**config.mk**
```make
export PLATFORM = sky130hd
export DESIGN_NAME = mem_arbiter
export DESIGN_NICKNAME = d
export VERILOG_FILES = /design/src/rtl/mem_arbiter_pkg.sv /design/src/rtl/arb_fair_sel.sv /design/src/rtl/mem_arbiter.sv
export SDC_FILE = /design/constraint.sdc
export NUM_CORES = 1
export LEC_CHECK = 0
export BUFFER_PORTS_ARGS = -buffer_cell sky130_fd_sc_hd__buf_2
export CAP_MARGIN = 20
export CELL_PAD_IN_SITES_DETAIL_PLACEMENT = 0
export CELL_PAD_IN_SITES_GLOBAL_PLACEMENT = 2
export CORE_MARGIN = 2
export CORE_UTILIZATION = 27
export CTS_BUF_LIST = sky130_fd_sc_hd__clkbuf_4
export DETAILED_ROUTE_END_ITERATION = 16
export PLACE_DENSITY_LB_ADDON = 0.08
export SYNTH_ARGS = -nofsm -noshare
export SYNTH_HDL_FRONTEND = slang
export SYNTH_SLANG_ARGS = --single-unit
```
**constraint.sdc**
```tcl
create_clock -name clk -period 1.75 [get_ports clk]
set_clock_uncertainty 0.15 [all_clocks]
set_input_delay 0.35 -clock clk [delete_from_list [all_inputs] [get_ports clk]]
set_output_delay 0.35 -clock clk [all_outputs]
set_load 0.1 [all_outputs]
```
**src/rtl/mem_arbiter_pkg.sv**
```systemverilog
// Shared types and constants for the memory arbiter: FSM encoding, master IDs
// and the data word returned on a timeout abort.
package mem_arb_pkg;

  typedef enum logic [1:0] {
    IDLE = 2'd0,
    ADDR = 2'd1,
    RESP = 2'd2
  } state_t;

  localparam logic M_IF = 1'b0;
  localparam logic M_LS = 1'b1;

  localparam logic [31:0] ERR_RDATA = 32'hDEAD_BEEF;

endpackage

```
**src/rtl/arb_fair_sel.sv**
```systemverilog
// Fixed-priority pick favouring load/store, with a saturating starvation count
// that forces the fetch master through after STARVE_MAX consecutive losses.
module arb_fair_sel
  import mem_arb_pkg::*;
#(
  parameter int STARVE_MAX = 4
) (
  input  logic clk,
  input  logic rst,
  input  logic arb_en_i,
  input  logic m0_req_i,
  input  logic m1_req_i,
  output logic win_id_o,
  output logic win_valid_o
);

  localparam logic [3:0] SMAX = 4'(STARVE_MAX);

  logic [3:0] starve_cnt_q, starve_cnt_d;
  logic       pick_m1;

  always_comb begin
    pick_m1      = m1_req_i & (~m0_req_i | (starve_cnt_q < SMAX));
    win_valid_o  = m0_req_i | m1_req_i;
    win_id_o     = pick_m1 ? M_LS : M_IF;
    starve_cnt_d = starve_cnt_q;
    if (arb_en_i && win_valid_o) begin
      // only a load/store win over a waiting fetch counts toward starvation
      if (pick_m1 && m0_req_i) begin
        starve_cnt_d = (starve_cnt_q == SMAX) ? SMAX : starve_cnt_q + 4'd1;
      end else begin
        starve_cnt_d = '0;
      end
    end
  end

  always_ff @(posedge clk or negedge rst) begin
    if (!rst) begin
      starve_cnt_q <= '0;
    end else begin
      starve_cnt_q <= starve_cnt_d;
    end
  end

endmodule

```
**src/rtl/mem_arbiter.sv**
```systemverilog
// Two-master arbiter in front of a single-ported memory, one transaction at a time.
// Optional abort on a stalled memory is enabled by defining MEM_ARB_TIMEOUT_EN.
//
// state | meaning
// IDLE  | arbitrate and latch the winner's request
// ADDR  | present request to memory until s_ready_i
// RESP  | wait for s_rvalid_i, then return data to the owner
module mem_arbiter
  import mem_arb_pkg::*;
#(
  parameter int AW          = 32,
  parameter int DW          = 32,
  parameter int STARVE_MAX  = 4,
  parameter int TIMEOUT_CYC = 64
) (
  input  logic            clk,
  input  logic            rst,
  input  logic            m0_req_i,
  input  logic [AW-1:0]   m0_addr_i,
  output logic            m0_gnt_o,
  output logic            m0_rvalid_o,
  output logic [DW-1:0]   m0_rdata_o,
  input  logic            m1_req_i,
  input  logic            m1_we_i,
  input  logic [AW-1:0]   m1_addr_i,
  input  logic [DW-1:0]   m1_wdata_i,
  input  logic [DW/8-1:0] m1_be_i,
  output logic            m1_gnt_o,
  output logic            m1_rvalid_o,
  output logic [DW-1:0]   m1_rdata_o,
  output logic            s_req_o,
  output logic            s_we_o,
  output logic [AW-1:0]   s_addr_o,
  output logic [DW-1:0]   s_wdata_o,
  output logic [DW/8-1:0] s_be_o,
  input  logic            s_ready_i,
  input  logic            s_rvalid_i,
  input  logic [DW-1:0]   s_rdata_i,
  output logic            hold_flag_o,
  output logic            err_o
);

  if (STARVE_MAX < 1 || STARVE_MAX > 15 || TIMEOUT_CYC < 1) begin : g_bad_param
    $error("mem_arbiter: STARVE_MAX must be 1..15 and TIMEOUT_CYC at least 1");
  end

  state_t            state_q, state_d;
  logic              owner_q, owner_d;
  logic [AW-1:0]     addr_q, addr_d;
  logic              we_q, we_d;
  logic [DW-1:0]     wdata_q, wdata_d;
  logic [DW/8-1:0]   be_q, be_d;
  logic [DW-1:0]     m0_rdata_q, m0_rdata_d, m1_rdata_q, m1_rdata_d;
  logic              m0_rvalid_q, m0_rvalid_d, m1_rvalid_q, m1_rvalid_d;
  logic              arb_en, win_id, win_valid;

  arb_fair_sel #(.STARVE_MAX(STARVE_MAX)) u_sel (
    .clk         (clk),
    .rst         (rst),
    .arb_en_i    (arb_en),
    .m0_req_i    (m0_req_i),
    .m1_req_i    (m1_req_i),
    .win_id_o    (win_id),
    .win_valid_o (win_valid)
  );

`ifdef MEM_ARB_TIMEOUT_EN
  localparam int TO_W = $clog2(TIMEOUT_CYC + 1);
  logic [TO_W-1:0] to_cnt_q, to_cnt_d;
  logic            err_q, err_d;
`endif

  always_comb begin
    state_d     = state_q;
    owner_d     = owner_q;
    addr_d      = addr_q;
    we_d        = we_q;
    wdata_d     = wdata_q;
    be_d        = be_q;
    m0_rdata_d  = m0_rdata_q;
    m1_rdata_d  = m1_rdata_q;
    m0_rvalid_d = 1'b0;
    m1_rvalid_d = 1'b0;
    arb_en      = 1'b0;
    case (state_q)
      IDLE: begin
        arb_en = 1'b1;
        if (win_valid) begin
          owner_d = win_id;
          state_d = ADDR;
          if (win_id == M_LS) begin
            addr_d  = m1_addr_i;
            we_d    = m1_we_i;
            wdata_d = m1_wdata_i;
            be_d    = m1_be_i;
          end else begin
            addr_d  = m0_addr_i;
            we_d    = 1'b0;
            wdata_d = '0;
            be_d    = '1;
          end
        end
      end
      ADDR: begin
        if (s_ready_i) state_d = RESP;
      end
      RESP: begin
        if (s_rvalid_i) begin
          state_d = IDLE;
          if (owner_q == M_LS) begin
            m1_rdata_d  = s_rdata_i;
            m1_rvalid_d = 1'b1;
          end else begin
            m0_rdata_d  = s_rdata_i;
            m0_rvalid_d = 1'b1;
          end
        end
      end
      default: state_d = IDLE;
    endcase
`ifdef MEM_ARB_TIMEOUT_EN
    // down-counter reloads on every state change; terminal count means no progress
    err_d    = 1'b0;
    to_cnt_d = to_cnt_q;
    if ((state_q != IDLE) && (state_d == state_q) && (to_cnt_q == '0)) begin
      state_d = IDLE;
      err_d   = 1'b1;
      if (owner_q == M_LS) begin
        m1_rdata_d  = DW'(ERR_RDATA);
        m1_rvalid_d = 1'b1;
      end else begin
        m0_rdata_d  = DW'(ERR_RDATA);
        m0_rvalid_d = 1'b1;
      end
    end
    if (state_d != state_q) begin
      to_cnt_d = TO_W'(TIMEOUT_CYC - 1);
    end else if (to_cnt_q != '0) begin
      to_cnt_d = to_cnt_q - TO_W'(1);
    end
`endif
  end

  always_ff @(posedge clk or negedge rst) begin
    if (!rst) begin
      state_q     <= IDLE;
      owner_q     <= M_IF;
      addr_q      <= '0;
      we_q        <= 1'b0;
      wdata_q     <= '0;
      be_q        <= '0;
      m0_rdata_q  <= '0;
      m1_rdata_q  <= '0;
      m0_rvalid_q <= 1'b0;
      m1_rvalid_q <= 1'b0;
    end else begin
      state_q     <= state_d;
      owner_q     <= owner_d;
      addr_q      <= addr_d;
      we_q        <= we_d;
      wdata_q     <= wdata_d;
      be_q        <= be_d;
      m0_rdata_q  <= m0_rdata_d;
      m1_rdata_q  <= m1_rdata_d;
      m0_rvalid_q <= m0_rvalid_d;
      m1_rvalid_q <= m1_rvalid_d;
    end
  end

`ifdef MEM_ARB_TIMEOUT_EN
  always_ff @(posedge clk or negedge rst) begin
    if (!rst) begin
      to_cnt_q <= '0;
      err_q    <= 1'b0;
    end else begin
      to_cnt_q <= to_cnt_d;
      err_q    <= err_d;
    end
  end
  assign err_o = err_q;
`else
  assign err_o = 1'b0;
`endif

  assign s_req_o     = (state_q == ADDR);
  assign s_we_o      = we_q;
  assign s_addr_o    = addr_q;
  assign s_wdata_o   = wdata_q;
  assign s_be_o      = be_q;
  assign m0_gnt_o    = s_req_o & s_ready_i & (owner_q == M_IF);
  assign m1_gnt_o    = s_req_o & s_ready_i & (owner_q == M_LS);
  assign m0_rvalid_o = m0_rvalid_q;
  assign m1_rvalid_o = m1_rvalid_q;
  assign m0_rdata_o  = m0_rdata_q;
  assign m1_rdata_o  = m1_rdata_q;
  assign hold_flag_o = m0_req_i & ~m0_gnt_o;

endmodule

```
Word level (Yosys, flattened, before mapping)
Index checks and enable logic that the tools add are counted.
- $add $sub $neg: 1
- order comparisons: 1
- multiplexer cells: 18
- equal/unequal tests: 6
- reduce and logical (&&, ||, !) cells: 7
- bitwise gates (word level): 10
- operator list (operator ; count):
    32-bit two-way mux ; 2
    4-bit two-way mux ; 3
    1-bit two-way mux ; 9
    3-bit AND reduction ; 3
    2-bit two-way mux ; 3
    2-bit case mux with 3 select lines ; 1
    1-bit AND ; 5
    4-bit by 1-bit adder with 4-bit output, second input constant ; 1
    4-bit by 3-bit == test with 1-bit output, second input constant ; 1
    4-bit by 3-bit less-than comparator with 1-bit output, second input constant ; 1
    2-bit by 1-bit != test with 1-bit output, second input constant ; 2
    1-bit NOT ; 3
    2-bit by 1-bit == test with 1-bit output, second input constant ; 1
    2-bit == test, second input constant ; 1
    1-bit logical AND ; 2
    2-bit zero test ; 1
    2-bit != test, second input constant ; 1
    1-bit OR ; 2
    2-bit AND reduction ; 1
- register bits after elaboration: 142
- output and inout bits: 140
- word-level logic and storage cells: 54
- bits of input ports: 139

Logic depth before layout (Yosys ltp)
- word-level depth: 5
- depth in mapped cells: 6
- mapped depth without buffers: 4

By module
A second synthesis with hierarchy kept.
- cells, all modules: 432
- area, all modules: 6023.3 µm²
- modules (own cells, without submodules) (module ; area each (µm²) ; cells each ; times used):
    mem_arbiter ; 5809.3 ; 413 ; 1
    arb_fair_sel ; 214.0 ; 19 ; 1

Worst setup path after synthesis
Ideal clock, no wire load.
- path type: register to output
- from: register state_q[1]
- to: output port m0_gnt_o
- slack: -2.133 ns
- arrival: 3.383 ns
- cell stages (with the launch flop): 4
- path through: dfrtp_1 -> nor2b_1 -> nand2_1 -> nor2_1
- word-level cells in the longest chain between the ends: 3
- RTL lines (element ; RTL line ; source):
    start: declaration ; mem_arbiter.sv:47 ; state_t state_q, state_d;
    start signal: assignment ; mem_arbiter.sv:157 ; state_q <= state_d;
    2-bit by 1-bit == test with 1-bit output ; mem_arbiter.sv:185 ; assign s_req_o = (state_q == ADDR);
    via s_req_o ; mem_arbiter.sv:31 ; output logic s_req_o,
    1-bit AND (2 in a row) ; mem_arbiter.sv:190 ; assign m0_gnt_o = s_req_o & s_ready_i & (owner_q == M_IF);
    end: declaration ; mem_arbiter.sv:20 ; output logic m0_gnt_o,
The timed path passes the listed nets, and every way through them passes these cells.

Worst setup path in the final report
- from: register state_q[0]
- to: output port hold_flag_o
- word-level cells in the longest chain between the ends: 5
- RTL lines (element ; RTL line ; source):
    2-bit by 1-bit == test with 1-bit output ; mem_arbiter.sv:185 ;
    1-bit AND (2 in a row) ; mem_arbiter.sv:190 ;
    1-bit NOT ; mem_arbiter.sv:196 ; assign hold_flag_o = m0_req_i & ~m0_gnt_o;
    1-bit AND ; mem_arbiter.sv:196 ;
    end: declaration ; mem_arbiter.sv:39 ; output logic hold_flag_o,
No other way between the ends.

==> flow_metrics.py <==
metrics = {
    "run_status": {
        "outcome": "complete, but fails checks",
        "violations": "setup timing",
    },
    "timing": {
        "finalCritPeriodShare_pct": 121,
        "post-route-min-period_ns": 2.12,
        "hold_viol": 0,
        "finalSetupViolCount": 86,
        "clock.fmax_ghz": 0.471,
        "worst_slack_ns": -0.373,
        "maxSlewViolCount": 0,
        "rsz0062_at_grt": "yes",
    },
    "floorplan": {
        "io_pins": 279,
        "die_width_um": 154,
        "fp.coreArea_um2": 22000,
        "design.die.area_um2": 23800,
        "rows": 54,
        "die_h_um": 154,
        "start_util_pct": 27.7,
    },
    "synthesis": {
        "synth.avg_cell_area_um2": 12.3,
        "synth_fp_nets": 635,
        "synth_area_leaders": "dfrtp_1 58%, mux2_2 12%, a221o_1 5.3%",
        "netlist_instances": 494,
        "synthDominantCellAreaShare_pct": 58.3,
        "synthArstFlopShare_pct": 100,
        "ys_warn_count": 0,
        "syn-cell-area_um2": 6090,
        "yosysTopAreaCell": "dfrtp_1",
        "synth-edff-count": 0,
        "yosysUniqueCellTypes": 32,
        "ys_ff_latch": 142,
        "synth_flop_cell": "dfrtp_1",
        "yosysMostFrequentCell": "dfrtp_1",
        "ys_seq_area_share_pct": 58.3,
        "synth_commonest_cells": "142 x dfrtp_1, 65 x mux2_2, 41 x inv_1",
    },
    "setup_path": {
        "cp.required_ns": 1.25,
        "endpoint_kind": "output pin",
        "startpoint_type": "flop",
        "worstSetupPathType": "reg -> out",
        "worstPathArrival_ns": 1.62,
        "cp_max_fo": 3,
    },
    "routing": {
        "drc": 0,
        "first_pass_iters": 4,
        "via_per_inst": 4.67,
        "vias": 5779,
        "wire_per_inst_um": 17.7,
        "ant_nets": 0,
        "routed_wl_um": 21900,
        "drtIter0Drc": 261,
    },
    "clock_tree": {
        "clk_latency_ns": 0.52,
        "cts_buffer_depth": 2,
        "cts_sinks": 142,
        "cts_root_buf": "clkbuf_4",
        "cts.clk_slew.worst_paths_ns": 0.14,
        "cts_buffers": 17,
        "cts_tree": "built",
        "htree_num_levels": 4,
    },
    "placement": {
        "portBuffers": 277,
        "hpwl_um": 13400,
        "place_congestion": 0.761,
    },
    "layout": {
        "area_growth_pct": 93.5,
        "nets": 1083,
        "drive_above_1_share_pct": 47.4,
        "final_core_util_pct": 53.7,
    },
    "global_route": {
        "grt_max_degree": 40,
        "grt_pass1_vias": 6260,
        "overflow": 0,
        "antenna_found_initial": 2,
        "grt_pass1_wl_um": 33200,
        "track_usage_pct": 17.7,
    },
    "worst_hold_path": {
        "hp-class": "in -> async",
    },
    "run": {
        "cap_viol_max_count": 0,
    },
}
==> logic make-up after synthesis <==
family / count (synthesis) / synth area share, %
fa+ha+maj: 2 / 0.411
buf+inv: 88 / 6.53
other cells: 1 / 0.0615
compound gates: 79 / 9.32
flops: 142 / 58.3
mux: 66 / 12.2
simple gates: 116 / 13.2
==> worst max-delay path, cell delays in order (launching register included) <==
cell     delay, ns
dfrtp_1       0.37
buf_6         0.10
nor2b_4       0.17
nand2_4       0.08
o21a_4        0.20
buf_12        0.16
==> path summary, 6_finish.rpt <==
check                                   endpoint  cells past startpoint      startpoint  slack, ns
setup reg to reg                    s_addr_o[27]                      7      state_q[0]      -0.13
max in group asynchronous           s_wdata_o[2]                      3             rst       0.80
min in group clk           u_sel.starve_cnt_q[1]                      4        m0_req_i       0.09
hold reg to reg                   m1_rdata_o[20]                      1  m1_rdata_o[20]       0.39
hold / removal                    m1_rdata_o[30]                      2             rst       0.09
setup / recovery                     hold_flag_o                      5      state_q[0]      -0.37
==> cell type report <==
class	count	area, µm²
antenna	3	7.51
clock inverter	13	140
sequential	142	3550
inverter	41	154
multi-input combinational	264	2230
clock buffer	18	135
tap	280	350
timing repair buffer	476	5220
fill	1844	10200
==> cell usage in the layout (no fill, tap or decap), drive strengths merged <==
| cell type | count |
|---|---|
| a21oi | 4 |
| a221o | 32 |
| a31oi | 4 |
| and2 | 3 |
| and3 | 33 |
| and4 | 32 |
| buf | 331 |
| bufbuf | 2 |
| bufinv | 2 |
| clkbuf | 25 |
| clkinv | 8 |
| clkinvlp | 1 |
| conb | 1 |
| dfrtp | 142 |
| diode | 3 |
| dlygate4sd3 | 136 |
| ha | 2 |
| inv | 43 |
| mux2 | 65 |
| mux2i | 1 |
| nand2 | 3 |
| nand2b | 1 |
| nand3 | 1 |
| nand4 | 35 |
| nand4b | 1 |
| nor2 | 3 |
| nor2b | 2 |
| nor3b | 1 |
| o21a | 1 |
| o21ai | 37 |
| o22ai | 1 |
| or2 | 1 |
==> sequential cells by signal, summed over array words and instances (netlist names) <==
name	cells
m0_rdata_o	32
m0_rvalid_o	1
m1_rdata_o	32
m1_rvalid_o	1
owner_q	1
s_addr_o	32
s_be_o	4
s_wdata_o	32
s_we_o	1
state_q	2
u_sel.starve_cnt_q	4
==> what timing repair did <==
item                                   CTS  global route
cloned                                   3            10
setup endpoints to repair              168           189
endpoints found under the hold margin  277             0
pin swaps                               34            31
buffers inserted                         8            16
hold buffers                           136             0
gates resized for setup                295           203
==> routing by layer <==
layer  track usage (%)  share of wire [%]
met4              4.94                1.3
met1              21.2                 42
met2              31.1                 51
met5                 0                  0
met3              5.04                6.1
==> stage by stage <==
stage	worst slack (ns)	hold slack (ns)	instance area (µm²)	std cells	TNS, ns
global route	-0.495	0.0433	11800	1236	-18.00
detailed placement	-0.0168	0.118	7980	1031	-0.0741
finish	-0.373	0.0911	11800	1237	-7.84
CTS	-0.451	0.0245	10700	1208	-4.28
global placement	0.0336	0.113	7980	1031	0
floorplan	-0.401	-0.0956	6110	494	-1.11
Power is not shown: default switching activity piles up to over one toggle a cycle in this logic, so the estimate is an artifact.
